==> src/rtl/serial_and_reduce.sv <==
// Frame-level AND reducer: folds a valid/ready word stream into one AND result per frame.
// Optional beat counter on down_count is enabled by defining SERIAL_AND_REDUCE_COUNT_EN.
module serial_and_reduce #(
  parameter int W = 8
`ifdef SERIAL_AND_REDUCE_COUNT_EN
  , parameter int CNT_W = 8
`endif
) (
  input  logic             clk,
  input  logic             rst,
  input  logic             up_valid,
  output logic             up_ready,
  input  logic [W-1:0]     up_data,
  input  logic             up_last,
  output logic             down_valid,
  input  logic             down_ready,
  output logic [W-1:0]     down_data
`ifdef SERIAL_AND_REDUCE_COUNT_EN
  , output logic [CNT_W-1:0] down_count
`endif
);

  typedef enum logic {
    ACCUM = 1'b0,
    HOLD  = 1'b1
  } state_t;

  state_t         r_state;
  logic [W-1:0]   r_acc;
  logic [W-1:0]   r_down_data;
  logic [W-1:0]   w_acc_next;
  logic           w_beat;

  // Handshake outputs come straight from the state register, never from inputs.
  assign up_ready   = (r_state == ACCUM);
  assign down_valid = (r_state == HOLD);
  assign down_data  = r_down_data;

  assign w_beat     = up_valid && (r_state == ACCUM);
  assign w_acc_next = r_acc & up_data;

`ifdef SERIAL_AND_REDUCE_COUNT_EN
  logic [CNT_W-1:0] r_cnt;
  logic [CNT_W-1:0] r_down_count;
  logic [CNT_W-1:0] w_cnt_inc;

  // Saturating increment: the count sticks at all-ones on long frames.
  assign w_cnt_inc  = (r_cnt == '1) ? r_cnt : r_cnt + CNT_W'(1);
  assign down_count = r_down_count;

  always_ff @(posedge clk) begin
    if (rst) begin
      r_cnt        <= '0;
      r_down_count <= '0;
    end else if (w_beat) begin
      if (up_last) begin
        r_down_count <= w_cnt_inc;
        r_cnt        <= '0;
      end else begin
        r_cnt <= w_cnt_inc;
      end
    end
  end
`endif

  always_ff @(posedge clk) begin
    if (rst) begin
      r_state     <= ACCUM;
      r_acc       <= '1;
      r_down_data <= '0;
    end else begin
      case (r_state)
        ACCUM: begin
          if (w_beat) begin
            if (up_last) begin
              r_down_data <= w_acc_next;
              r_acc       <= '1;
              r_state     <= HOLD;
            end else begin
              r_acc <= w_acc_next;
            end
          end
        end
        HOLD: begin
          if (down_ready) begin
            r_state <= ACCUM;
          end
        end
        default: r_state <= ACCUM;
      endcase
    end
  end

endmodule

==> config.mk <==
export PLATFORM = sky130hd
export DESIGN_NAME = serial_and_reduce
export DESIGN_NICKNAME = d
export VERILOG_FILES = /design/src/rtl/serial_and_reduce.sv
export SDC_FILE = /design/constraint.sdc
export NUM_CORES = 1
export LEC_CHECK = 0
export CAP_MARGIN = 25
export CORE_MARGIN = 1
export CORE_UTILIZATION = 45
export DETAILED_ROUTE_END_ITERATION = 10
export GPL_ROUTABILITY_DRIVEN = 1
export PLACE_DENSITY = 0.85
export SYNTH_ARGS = -nofsm -noshare
export SYNTH_HDL_FRONTEND = slang
export SYNTH_SLANG_ARGS = --single-unit
export TNS_END_PERCENT = 30
==> constraint.sdc <==
create_clock -name clk -period 2.6 [get_ports clk]
set_clock_uncertainty 0.15 [all_clocks]
set_input_delay 0.52 -clock clk [delete_from_list [all_inputs] [get_ports clk]]
set_output_delay 0.52 -clock clk [all_outputs]
set_load 0.01 [all_outputs]
## Word-level counts from Yosys, hierarchy flattened

Index checks and enable logic that the tools add are counted.

- Flip-flop bits (word level): 17
- Bits of input ports: 13
- Output and inout bits: 10
- Logic and storage cells: 13

- Muxes and demuxes: 5
- Bitwise logic cells: 2
- Reduce and logical (&&, ||, !) cells: 3

Operator list:

| operator | count |
|---|---|
| $and A8 B8 Y8 | 1 |
| $mux W8 | 1 |
| $mux W1 | 3 |
| $reduce_and A3 Y1 | 1 |
| $pmux W1 S2 | 1 |
| $reduce_and A2 Y1 | 1 |
| $logic_and A1 B1 Y1 | 1 |
| $not A1 Y1 | 1 |

## Depth between registers and ports, before layout

- Word-level depth: 4
- Depth in mapped cells: 4
- Gate-level depth less buffers: 2

## Worst setup path before layout

OpenSTA, ideal clock, no wires.

- Kind: input port to flip-flop
- Start point: input up_last
- End point: register r_acc[6]
- Library setup time: 120 ps
- Arrival time: 1224 ps
- Required time: 2330 ps
- Setup slack: 1106 ps
- Stages on the path: 4
- Path buffers: 2
- Cells stage by stage: and3b_2 > buf_6 > buf_6 > a211o_1

- Longest elaborated chain between the ends: 1

RTL lines:

| item | RTL line | text |
|---|---|---|
| start: declaration | 14 | `input logic up_last,` |
| $mux W8 | 75 | `if (up_last) begin` |
| end signal: assignment | 80 | `r_acc <= w_acc_next;` |
| end: declaration | 29 | `logic [W-1:0] r_acc;` |

No other way between the ends.
A chain may end at the register's enable or synchronous reset.

## Worst setup path in the final report

- Start point: register r_state, in the netlist down_valid
- End point: output down_valid

RTL lines:

| item | RTL line | text |
|---|---|---|
| start: declaration | 28 | `state_t r_state;` |
| start signal: assignment | 68 | `r_state <= ACCUM;` |
| start signal: assignment | 78 | `r_state <= HOLD;` |
| start signal: assignment | 86 | `r_state <= ACCUM;` |
| end: declaration | 15 | `output logic down_valid,` |

No word-level cell between the ends.

==> flow_metrics.tcl <==
set metrics [dict create \
    post-dp-hpwl_um 937 \
    final_nets 101 \
    synth.area.top_cells "dfxtp_1 46%, mux2i_1 11%, a211o_1 9.4%" \
    initial_core_util_pct 48.7 \
    rows 14 \
    synth_warnings 0 \
    setup_viol 0 \
    nFillCells 132 \
    crit_buf_inv 1 \
    die_height_um 42.6 \
    cts_buffers 3 \
    path_class "reg2out" \
    wl_met2_um 658 \
    cts_hold_buf 0 \
    track_usage_pct 17.4 \
    cp-startpoint "down_valid" \
    met1_length_um 558 \
    grt_pass1_wl_mm 2.35 \
    worstPathRequired_ns 1.93 \
    rsz0062_at_grt "no" \
    clockRootBuffer "clkbuf_4" \
    grt_max_degree 26 \
    syn_nets 79 \
    cts_resized 0 \
    min_from "r_acc[6]" \
    crit_chain "clkdlybuf4s50_1" \
    status "finished clean" \
    avgSynthCellArea_um2 11.2 \
    synth_edf_count 0 \
    io_pins 23 \
    yosys_most_used_dff "dfxtp_1" \
    worst_pin_slew_ns 0.637 \
    antenna_found_initial 0 \
    cts_buffer_depth 2 \
    rrSetupSlack_ns 1.14 \
    firstDrtPassIters 4 \
    die_x_um 42.6 \
    post-synth-top-count-cell "dfxtp_1" \
    arrival_ns 1.39 \
    setup-tns-final_ns 0 \
    ys_ff_latch 17 \
    synth_area_um2 742 \
    post_cts_buffers 0 \
    viasPerCell 5.34 \
    synthArstFlopShare_pct 0 \
    ys_types 12 \
    final-hold-violation-count 0 \
    cts.sinks 17 \
    wl_met3_um 50 \
    end_kind "output port" \
    drt_wl_total_mm 1.29 \
    clock_latency_ns 0.29 \
    yosysSeqAreaShare_pct 45.9 \
    clk_pin_slew_ns 0.09 \
    fin_util_pct 63.5 \
    cp_top_family "buffers and inverters" \
    top_layer_used "met4" \
    fp.dieArea_um2 1820 \
    htree_levels 1 \
    r2r_start "down_valid" \
    drc 0 \
    critical_path.startpoint_type "flop" \
    power_density_nw_per_um2 522 \
    first_global_vias 537 \
    slew_violations 0 \
    synth.top_cell.area_share_pct 45.9 \
    cap_violations 0 \
    ant_nets 0 \
    worst-path-max-fanout 12 \
    leakagePower_nw 0.353 \
    cts_tree "yes" \
    grt_remaining_overflow 0 \
    syn_inst 66 \
    slew_headroom_pct 57.4 \
    max_clock_freq_mhz 486 \
    io_buffers 22 \
    num_vias 550 \
    period_share_pct 79.1 \
    syn2layout_area_growth_pct 30.4 \
    drive_above_1_share_pct 5.75 \
    synth_area_leader_cell "dfxtp_1" \
    critPathMaxStageDelay_ns 0.60 \
    min_path_type "reg2reg" \
    period_minus_slack_ns 2.06 \
    cpMaxStageDelayCell "clkdlybuf4s50_1" \
    drtIter0Drc 7 \
    vdd_drop_max_uv 327 \
    gp_congestion 0.673 \
    n_antenna_cell 0 \
    wl_per_cell_um 12.5 \
    core_area_um2 1520 \
]
==> metal layers <==
metal / vias to the layer above / track usage, %
met4: 0 / 9.38
met3: 2 / 4.31
met5: - / 0
met1: 256 / 21.0
li1: 280 / -
met2: 12 / 28.3
==> placed cells by master (no fill, tap or decap), drive strengths merged <==
cell and instances:
clkdlybuf4s50 22, dfxtp 17, nand2b 8, nand3b 8, mux2i 8, or3b 8
a211o 8, clkbuf 4, inv 1, and3b 1, nor2b 1, o21ba 1
==> report_power, final <==
| part | internal (mW) | leakage, nW | switching, mW |
|---|---|---|---|
| combinational | 0.0516 | 0.198 | 0.0291 |
| sequential | 0.275 | 0.139 | 0.00911 |
| clock | 0.0597 | 0.0150 | 0.0802 |
==> registers in the layout, indices dropped and copies added (netlist names) <==
name,count
down_valid,1
r_acc,8
down_data,8
==> cells by family after synthesis <==
logic type / count (synthesis) / synth area share, %
buf+inv: 6 / 6.07
mux: 8 / 10.8
compound gates: 9 / 10.8
flops: 17 / 45.9
simple gates: 26 / 26.5
==> metrics by stage <==
| stage | hold WS (ns) | cell area (um^2) | total power, mW | instances | setup slack (ns) |
|---|---|---|---|---|---|
| 4_1_cts | 0.324 | 967 | 0.512 | 103 | 0.531 |
| 3_5_place_dp | 0.300 | 941 | 0.372 | 99 | 0.516 |
| 3_3_place_gp | 0.294 | 941 | 0.369 | 99 | 0.555 |
| 2_1_floorplan | 0.286 | 742 | 0.335 | 66 | 1.11 |
| 6_report | 0.321 | 967 | 0.505 | 103 | 0.544 |
| 5_1_grt | 0.345 | 967 | 0.533 | 103 | 0.458 |
==> final timing paths <==
kind	depth (start not counted)	to
max	1	down_valid
max reg2reg	2	r_acc[1]
min reg2reg	1	r_acc[6]
min	1	r_acc[6]
==> final cells by class <==
| type | instances | area [um^2] | area share [%] |
|---|---|---|---|
| flip-flops and latches | 17 | 340 | 35.2 |
| repair buffers | 22 | 220 | 22.8 |
| clock buffers | 4 | 26.3 | 2.72 |
| inverters | 1 | 3.75 | 0.388 |
| multi-input cells | 43 | 357 | 36.9 |
| well taps | 16 | 20.0 | 2.07 |
==> worst register-to-register path, cell delays in order, from the launching register on <==
cell     delay [ns]
dfxtp_1        0.50
and3b_2        0.39
a211o_1        0.32
No activity file was read; power rests on OpenSTA's default activity.
